File: config.mk
export PLATFORM = sky130hd
export DESIGN_NAME = exe_input_packer
export DESIGN_NICKNAME = d
export VERILOG_FILES = /design/src/rtl/exe_pkg.sv /design/src/rtl/exe_packer_bank.sv /design/src/rtl/exe_input_packer.sv
export SDC_FILE = /design/constraint.sdc
export NUM_CORES = 1
export LEC_CHECK = 0
export BUFFER_PORTS_ARGS = -buffer_cell sky130_fd_sc_hd__buf_4
export CAP_MARGIN = 0
export CORE_MARGIN = 2
export CORE_UTILIZATION = 55
export CTS_CLUSTER_DIAMETER = 40
export DETAILED_ROUTE_END_ITERATION = 7
export PLACE_DENSITY = 0.79
export RECOVER_POWER = 25
export SYNTH_ARGS = -nofsm -noshare
export SYNTH_HDL_FRONTEND = slang
export SYNTH_SLANG_ARGS = --single-unit
File: constraint.sdc
create_clock -name clk -period 3.1 [get_ports clk]
set_input_delay 0.31 -clock clk [delete_from_list [all_inputs] [get_ports clk]]
set_output_delay 0.31 -clock clk [all_outputs]
set_load 0.005 [all_outputs]
File: src/rtl/exe_pkg.sv
// rtl/exe_pkg.sv - shared types and constants for the adder-tree input packer
package exe_pkg;

    typedef enum logic [1:0] {
        BANK_EMPTY    = 2'd0,
        BANK_FILLING  = 2'd1,
        BANK_FULL     = 2'd2,
        BANK_INFLIGHT = 2'd3
    } bank_state_e;

    localparam logic [31:0] FP32_ZERO  = 32'h0000_0000;
    localparam int          NI_DEFAULT = 8;

    function automatic int idx_width(input int n);
        return (n > 1) ? $clog2(n) : 1;
    endfunction

endpackage

File: src/rtl/exe_packer_bank.sv
// rtl/exe_packer_bank.sv - one NI-lane vector bank: lane fill, zero pad and bank state
module exe_packer_bank
    import exe_pkg::*;
#(
    parameter int NI = NI_DEFAULT
) (
    input  logic             clk,
    input  logic             rst_n,
    input  logic             wr_en_i,
    input  logic             last_i,
    input  logic [31:0]      data_i,
    input  logic             issue_i,
    input  logic             finish_i,
    output logic [1:0]       state_o,
    output logic             done_o,
    output logic [NI*32-1:0] lanes_o
);

    localparam int LW = idx_width(NI);

    bank_state_e   state_q;
    logic [LW-1:0] lane_idx_q;
    logic [31:0]   lane_q [NI];
    logic          can_fill;

    assign can_fill = (state_q == BANK_EMPTY) || (state_q == BANK_FILLING);
    assign done_o   = wr_en_i && can_fill && (last_i || (lane_idx_q == LW'(NI - 1)));
    assign state_o  = state_q;

    always_comb begin
        lanes_o = '0;
        for (int k = 0; k < NI; k++) begin
            lanes_o[k*32 +: 32] = lane_q[k];
        end
    end

    always_ff @(posedge clk or negedge rst_n) begin
        if (!rst_n) begin
            state_q    <= BANK_EMPTY;
            lane_idx_q <= '0;
            for (int k = 0; k < NI; k++) begin
                lane_q[k] <= FP32_ZERO;
            end
        end else begin
            case (state_q)
                BANK_EMPTY, BANK_FILLING: begin
                    if (wr_en_i) begin
                        // a short vector pads every lane above the last written one with +0.0
                        for (int k = 0; k < NI; k++) begin
                            if (k == int'(lane_idx_q)) begin
                                lane_q[k] <= data_i;
                            end else if (last_i && (k > int'(lane_idx_q))) begin
                                lane_q[k] <= FP32_ZERO;
                            end
                        end
                        if (done_o) begin
                            state_q    <= BANK_FULL;
                            lane_idx_q <= '0;
                        end else begin
                            state_q    <= BANK_FILLING;
                            lane_idx_q <= lane_idx_q + LW'(1);
                        end
                    end
                end
                BANK_FULL: begin
                    if (issue_i) begin
                        state_q <= BANK_INFLIGHT;
                    end
                end
                BANK_INFLIGHT: begin
                    if (finish_i) begin
                        state_q <= BANK_EMPTY;
                    end
                end
                default: state_q <= BANK_EMPTY;
            endcase
        end
    end

endmodule

File: src/rtl/exe_input_packer.sv
// rtl/exe_input_packer.sv - packs a 32-bit word stream into NI-lane vectors for the adder tree
// EXE_PACKER_DBUF_EN selects two alternating banks instead of one.
module exe_input_packer
    import exe_pkg::*;
#(
    parameter int NI = NI_DEFAULT,
    parameter int CW = 16
) (
    input  logic             clk,
    input  logic             rst_n,
    input  logic [31:0]      in_data,
    input  logic             in_valid,
    input  logic             in_last,
    output logic             in_ready,
    output logic [NI*32-1:0] inputs,
    output logic             ExE_start,
    input  logic             ExE_finish,
    output logic             busy,
    output logic [CW-1:0]    vec_count,
    output logic             err_spurious
);

`ifdef EXE_PACKER_DBUF_EN
    localparam int NB = 2;
`else
    localparam int NB = 1;
`endif

    logic             ready_en_q;
    logic             fill_sel_q;
    logic [CW-1:0]    vec_count_q;
    logic             err_q;
    logic             accept;
    logic             fill_done;
    logic             any_inflight;
    logic             issue;
    logic [NB-1:0]    is_fill;
    logic [NB-1:0]    bank_wr;
    logic [NB-1:0]    bank_done;
    logic [NB-1:0]    bank_issue;
    logic [NB-1:0]    bank_empty;
    logic [NB-1:0]    bank_filling;
    logic [NB-1:0]    bank_full;
    logic [NB-1:0]    bank_inflight;
    logic [1:0]       bank_state [NB];
    logic [NI*32-1:0] bank_lanes [NB];

    for (genvar g = 0; g < NB; g++) begin : g_bank
        assign is_fill[g]       = (fill_sel_q == 1'(g));
        assign bank_wr[g]       = accept && is_fill[g];
        assign bank_empty[g]    = (bank_state[g] == BANK_EMPTY);
        assign bank_filling[g]  = (bank_state[g] == BANK_FILLING);
        assign bank_full[g]     = (bank_state[g] == BANK_FULL);
        assign bank_inflight[g] = (bank_state[g] == BANK_INFLIGHT);

        exe_packer_bank #(.NI(NI)) u_bank (
            .clk      (clk),
            .rst_n    (rst_n),
            .wr_en_i  (bank_wr[g]),
            .last_i   (in_last),
            .data_i   (in_data),
            .issue_i  (bank_issue[g]),
            .finish_i (ExE_finish),
            .state_o  (bank_state[g]),
            .done_o   (bank_done[g]),
            .lanes_o  (bank_lanes[g])
        );
    end

`ifdef EXE_PACKER_DBUF_EN
    always_ff @(posedge clk or negedge rst_n) begin
        if (!rst_n) begin
            fill_sel_q <= 1'b0;
        end else if (fill_done) begin
            fill_sel_q <= ~fill_sel_q;
        end
    end
`else
    assign fill_sel_q = 1'b0;
`endif

    assign any_inflight = |bank_inflight;
    assign fill_done    = |bank_done;
    assign in_ready     = ready_en_q && (|(is_fill & (bank_empty | bank_filling)));
    assign accept       = in_valid && in_ready;
    assign issue        = |bank_issue;
    assign busy         = |(~bank_empty);
    assign ExE_start    = issue;
    assign vec_count    = vec_count_q;
    assign err_spurious = err_q;

    // a FULL bank issues only while the tree is idle; a finish this cycle frees it for next cycle
    always_comb begin
        logic taken;
        taken      = 1'b0;
        bank_issue = '0;
        for (int b = 0; b < NB; b++) begin
            if (bank_full[b] && !any_inflight && !taken) begin
                bank_issue[b] = 1'b1;
                taken         = 1'b1;
            end
        end
    end

    // the tree reads its operands late, so the issued bank stays on the bus until finish
    always_comb begin
        inputs = '0;
        for (int b = 0; b < NB; b++) begin
            if (bank_issue[b] || bank_inflight[b]) begin
                inputs = bank_lanes[b];
            end
        end
    end

    always_ff @(posedge clk or negedge rst_n) begin
        if (!rst_n) begin
            ready_en_q  <= 1'b0;
            vec_count_q <= '0;
            err_q       <= 1'b0;
        end else begin
            ready_en_q <= 1'b1;
            if (issue) begin
                vec_count_q <= vec_count_q + CW'(1);
            end
            if (ExE_finish && !any_inflight) begin
                err_q <= 1'b1;
            end
        end
    end

endmodule
Word level (Yosys, flattened, before mapping) --
Cells that the tools add are included.
Word-level totals: register bits 279, bits of input ports 37, output and inout port bits 276, logic and storage cells 97
Operators by class: add/subtract/negate cells 2, magnitude comparators 7, equal/unequal tests 14, muxes and demuxes 22, bitwise gates (word level) 2, reduce and logical (&&, ||, !) cells 37
Operator list (number):
- $mux W32 | 14
- $mux W256 | 1
- $reduce_and A3 Y1 | 9
- $add A16 B1 Y16 const B | 1
- $reduce_bool A2 Y1 | 7
- $logic_and A1 B1 Y1 | 13
- $eq A3 B3 Y1 const A | 4
- $gt A3 B3 Y1 const A | 4
- $mux W2 | 4
- $eq A2 B3 Y1 const A | 2
- $gt A2 B3 Y1 const A | 2
- $pmux W2 S3 | 1
- $eq A2 B2 Y1 const B | 2
- $ne A2 B2 Y1 const B | 2
- $add A3 B1 Y3 const B | 1
- $eq A1 B3 Y1 const A | 1
- $eq A3 B3 Y1 const B | 1
- $gt A1 B3 Y1 const A | 1
- $logic_not A3 Y1 | 1
- $logic_or A1 B1 Y1 | 3
- $mux W3 | 1
- $eq A2 B1 Y1 const B | 1
- $logic_not A2 Y1 | 1
- $ne A2 B1 Y1 const B | 1
- 6 further kinds | 6

Longest topological paths before layout --
depth after elaboration 9, mapped depth 7, mapped depth without buffers 5

Cells and area by module --
Synthesis repeated with hierarchy kept, for this count alone.
Second synthesis, totals: cells, all modules 1173, area, all modules 12899.9 um^2
By module, submodules not included:
- exe_packer_bank | times used 1, cells each 826, area each 10403.7 um^2, seq. area each 6531.3 um^2
- exe_input_packer | times used 1, cells each 347, area each 2496.1 um^2, seq. area each 450.4 um^2

Least setup slack after synthesis --
No wires, ideal clock.
path type reg-to-reg, start point reg g_bank[0].u_bank.lane_idx_q[1], end point reg g_bank[0].u_bank.lane_q, in the netlist g_bank[0].u_bank.lanes_o[225], library setup time 121 ps, data arrival time 1492 ps, data required time 2979 ps, path slack 1487 ps, cell stages (with the launch flop) 7, path buffers 2, cells stage by stage dfrtp_1 -> ha_1 -> ha_1 -> and2_1 -> buf_2 -> buf_2 -> a22o_1
On the way: word-level cells in the longest chain between the ends 4
RTL lines:
- from (decl) | RTL line exe_packer_bank.sv:22 | logic [LW-1:0] lane_idx_q;
- from (signal assigned) | RTL line exe_packer_bank.sv:61 | lane_idx_q <= lane_idx_q + LW'(1);
- $gt A3 B3 Y1 | RTL line exe_packer_bank.sv:52 | end else if (last_i && (k > int'(lane_idx_q))) begin
- $logic_and A1 B1 Y1 | RTL line exe_packer_bank.sv:52
- $reduce_bool A2 Y1 (no line)
- $reduce_and A3 Y1 (no line)
- to (signal, indexed assignment) | RTL line exe_packer_bank.sv:51 | lane_q[k] <= data_i;
- to (decl) | RTL line exe_packer_bank.sv:23 | logic [31:0] lane_q [NI];
Parallel ways exist; a longest one is shown, timed or not. A chain may end at the register's enable or synchronous reset.

Worst setup path in the final report --
start point reg g_bank[0].u_bank.state_q[1], end point out inputs[9]
On the way: word-level cells in the longest chain between the ends 6
RTL lines:
- from (decl) | RTL line exe_packer_bank.sv:21 | bank_state_e state_q;
- from (signal assigned) | RTL line exe_packer_bank.sv:39 | state_q <= BANK_EMPTY;
- from (signal assigned) | RTL line exe_packer_bank.sv:57 | state_q <= BANK_FULL;
- from (signal assigned) | RTL line exe_packer_bank.sv:60 | state_q <= BANK_FILLING;
- $eq A2 B2 Y1 | RTL line exe_input_packer.sv:54 | assign bank_inflight[g] = (bank_state[g] == BANK_INFLIGHT);
- $logic_not A1 Y1 | RTL line exe_input_packer.sv:98 | if (bank_full[b] && !any_inflight && !taken) begin
- $logic_and A1 B1 Y1 | RTL line exe_input_packer.sv:98
- $mux W1 | RTL line exe_input_packer.sv:98
- $logic_or A1 B1 Y1 * | RTL line exe_input_packer.sv:109 | if (bank_issue[b] || bank_inflight[b]) begin
- $mux W256 * | RTL line exe_input_packer.sv:109
- to (decl) | RTL line exe_input_packer.sv:15 | output logic [NI*32-1:0] inputs,
Every way passes the cells marked *; elsewhere a longest branch is shown, timed or not.

==> flow_metrics.env <==
export IMPL_viasPerCell=5.79
export IMPL_setup_viol=0
export IMPL_fraction_of_final_layout_cells_sized_beyond_drive_strength_1_pct=32.1
export IMPL_crit_path_start_kind="flip-flop"
export IMPL_cts_root_buffer="sky130_fd_sc_hd__clkbuf_16"
export IMPL_share_of_power_burned_in_the_clock_network_pct=35.2
export IMPL_p_sw_share_pct=29.3
export IMPL_clock_fmax_ghz=0.368
export IMPL_status="finished with violations"
export IMPL_min_path_type="input port to flip-flop"
export IMPL_hold_path_cell_count=2
export IMPL_drc=0
export IMPL_grt_setup_unrepaired="false"
export IMPL_cts_clk_slew_worst_paths_ns=0.06
export IMPL_synthTopCellsByArea="sky130_fd_sc_hd__dfrtp_1 (57%), sky130_fd_sc_hd__a22o_1 (14%), sky130_fd_sc_hd__and2_1 (13%)"
export IMPL_synth_ff_type="sky130_fd_sc_hd__dfrtp_1"
export IMPL_netlist_cell_type_count=40
export IMPL_worstSkewPairLatency_ns=0.51
export IMPL_syn_nets=1108
export IMPL_total_power_w=0.0125
export IMPL_synth_seq_cells=279
export IMPL_synth_top_area_share_pct=56.8
export IMPL_p_int_w=0.00885
export IMPL_half_perimeter_wire_length_of_the_detailed_placement_result_mm=22.7
export IMPL_synth_edf_count=0
export IMPL_highest_fanout_seen_on_the_critical_path=132
export IMPL_syn_area_mm2=0.0123
export IMPL_m1WireLength_mm=14.9
export IMPL_drt_iter0_markers=762
export IMPL_placeableCoreArea_mm2=0.0219
export IMPL_cts_buffers=37
export IMPL_violations="capacitance limit, slew limit"
export IMPL_max_clock_path_buffers=3
export IMPL_multiInputGateArea_mm2=0.00474
export IMPL_antenna_diode_count=0
export IMPL_power_share_combinational_pct=22.5
export IMPL_place_congestion=0.842
export IMPL_cts_resized_gates=0
export IMPL_hold_path_startpoint="ExE_finish"
export IMPL_antenna_found_initial=0
export IMPL_r2r_end="g_bank[0].u_bank.lanes_o[166]"
export IMPL_met3RoutedLength_mm=3.14
export IMPL_critical_path_end_type="output pin"
export IMPL_fin_skew_ns=0.0165
export IMPL_yosysMostFrequentCell="sky130_fd_sc_hd__dfrtp_1"
export IMPL_met2_layer_wire_length_in_the_routed_design_mm=16.5
export IMPL_ioPinCount=313
export IMPL_topRoutingLayerUsed="met4"
export IMPL_routed_wire_length_per_instance_um=22.0
export IMPL_drv_max_cap_violation_count=1
export IMPL_setup_reg_to_reg_worst_slack_ns=0.82
export IMPL_dr_total_vias=9398
export IMPL_detail_route_antenna_nets=0
export IMPL_area_of_all_sequential_standard_cells_mm2=0.00699
export IMPL_timing_final_crit_share_pct=87.7
export IMPL_timing_slew_headroom_pct=-2.00
export IMPL_cp_data_required_time_ns=2.79
export IMPL_worstSetupPathType="flip-flop to output pin"
export IMPL_end_of_the_worst_hold_path="g_bank[0].u_bank.state_o[0]"
export IMPL_reg2reg_from="g_bank[0].u_bank.state_o[1]"
export IMPL_ff2ff_path_depth=4
export IMPL_cts_htree_levels=2
export IMPL_final_net_count=1360
export IMPL_first_global_vias=9558
export IMPL_initial_utilization_pct=56.1
export IMPL_dr_pass1_iters=5
export IMPL_port_buffers=312
export IMPL_synth_cells_most_frequent="sky130_fd_sc_hd__dfrtp_1 (279), sky130_fd_sc_hd__and2_1 (258), sky130_fd_sc_hd__a22o_1 (193)"
export IMPL_cts_num_sinks=279
export IMPL_power_ir_vdd_worst_uv=467
export IMPL_tightestPinTransition_ns=1.53
export IMPL_period_minus_slack_ns=2.72
export IMPL_synth_top_area_cell="sky130_fd_sc_hd__dfrtp_1"
export IMPL_power_switching_w=0.00367
export IMPL_synthCells=1064
export IMPL_rows=54
export IMPL_post_synthesis_async_set_or_reset_flop_share_pct=100
export IMPL_synth_yosys_seq_area_share_pct=56.8
export IMPL_synthesis_yosys_warnings=0
export IMPL_fp_dieH_um=153
export IMPL_synth_avg_cell_area_um2=11.5
export IMPL_timing_critical_path_from="g_bank[0].u_bank.state_o[1]"
export IMPL_cp_arrival_ns=2.41
export IMPL_tritoncts="yes"
export IMPL_slew_violations=70
export IMPL_dieWidth_um=153
export IMPL_power_density_mw_per_mm2=789
export IMPL_grt_overflow_total=0
export IMPL_setup_total_negative_slack_ns=0
export IMPL_final_hold_violation_count=0
export IMPL_p_leak_nw=8.03
export IMPL_global_route_wire_length_before_repair_mm=55.4
export IMPL_seqPwrFrac_pct=42.3
export IMPL_groute_usage_overall_pct=29.9
export IMPL_grt_max_degree=133
export IMPL_worst_hold_slack_ns=0.0387
export IMPL_n_fill_cell=1579
export IMPL_areaGrowthSynthToFinish_pct=29.3
export IMPL_floorplan_die_area_mm2=0.0235
export IMPL_finalWirelength_mm=35.6
==> power by group through the flow <==
stage | registers, W | logic, W | clock network [W]
after floorplan | 0.00507 | 0.00180 | 0
after global placement | 0.00528 | 0.00273 | 0
after detailed placement | 0.00532 | 0.00283 | 0
after CTS | 0.00529 | 0.00286 | 0.00444
after global routing | 0.00542 | 0.00311 | 0.00460
final | 0.00530 | 0.00282 | 0.00441
==> routing by layer <==
metal  GRT usage, %  vias to the layer above
met2           46.2                      431
met3           7.31                       67
met5              0                        -
met1           41.8                     4749
li1               -                     4151
met4           10.2                        0
==> layout make-up <==
type                       instances  area share, %
clock inverter                    20           1.70
multi-input combinational        663           29.9
timing repair buffer             331           15.8
sequential                       279           44.0
tap                              280           2.21
clock buffer                      46           6.38
inverter                           4         0.0946
==> repair_timing <==
action | in CTS | in global routing
hold buffers | 1 | 0
setup endpoints to repair | 0 | 0
setup buffers | 0 | 0
endpoints found under the hold margin | 92 | 0
==> sequential cells by signal, indices dropped and copies added, names as in the netlist <==
signal / cells
g_bank.u_bank.lane_idx_q: 3
vec_count: 16
ready_en_q: 1
err_spurious: 1
g_bank.u_bank.lanes_o: 256
g_bank.u_bank.state_o: 2
==> critical path, cell delays in order, from the launching register on <==
cell and delay (ns):
sky130_fd_sc_hd__dfrtp_4 0.63, sky130_fd_sc_hd__buf_4 0.79, sky130_fd_sc_hd__and2_1 0.28, sky130_fd_sc_hd__buf_4 0.13
==> cells in the final DEF (no fill, tap or decap), types with 3 or more instances in the layout <==
cell                         synthesis  layout
sky130_fd_sc_hd__a22o_1            193     193
sky130_fd_sc_hd__and2_1            258     258
sky130_fd_sc_hd__and4_1              4       4
sky130_fd_sc_hd__buf_4               6     308
sky130_fd_sc_hd__bufinv_16           0       5
sky130_fd_sc_hd__clkbuf_1           46       9
sky130_fd_sc_hd__clkbuf_16           0      39
sky130_fd_sc_hd__clkbuf_4            0      14
sky130_fd_sc_hd__clkinv_4            0       4
sky130_fd_sc_hd__clkinvlp_4          0       8
sky130_fd_sc_hd__dfrtp_1           279     278
sky130_fd_sc_hd__ha_1                7       7
sky130_fd_sc_hd__inv_1               4       4
sky130_fd_sc_hd__mux2_1              5       5
sky130_fd_sc_hd__mux2_2             28      28
sky130_fd_sc_hd__nand2_1            76      76
sky130_fd_sc_hd__nand3_1             7       6
sky130_fd_sc_hd__nand4_1             5       5
sky130_fd_sc_hd__o21ai_0            37      37
sky130_fd_sc_hd__o21ai_4             1       4
sky130_fd_sc_hd__xnor2_1            12      12
sky130_fd_sc_hd__xor2_1              3       3
==> stage by stage <==
step | instance area [um^2] | instances | utilization, % | setup WS, ns
5_1_grt | 15900 | 1623 | 72.5 | 0.207
2_1_floorplan | 12300 | 1064 | - | 1.49
4_1_cts | 15900 | 1623 | 72.7 | 0.395
3_3_place_gp | 14600 | 1556 | 66.8 | 0.945
3_5_place_dp | 14600 | 1556 | 66.8 | 0.863
6_report | 15900 | 1623 | 72.5 | 0.382
==> cells by family after synthesis <==
kind of cell / after synthesis / share of synthesized area, %
and+or+nand+nor: 368 / 17.5
DFF: 279 / 56.8
AOI/OAI and AO/OA: 239 / 15.9
buffers and inverters: 122 / 4.94
muxes: 33 / 3.03
xor gates and xnor gates: 15 / 1.07
adders and majority gates: 7 / 0.713
other: 1 / 0.0305
==> worst max path at each step <==
stage / endpoint / depth (start not counted)
after floorplan: g_bank[0].u_bank.lanes_o[225] / 6
after global placement: g_bank[0].u_bank.lanes_o[249] / 4
after detailed placement: g_bank[0].u_bank.lanes_o[234] / 4
after CTS: inputs[227] / 3
after global routing: g_bank[0].u_bank.lanes_o[21] / 3
final: inputs[9] / 3
Power figures use the tool's default switching activity.
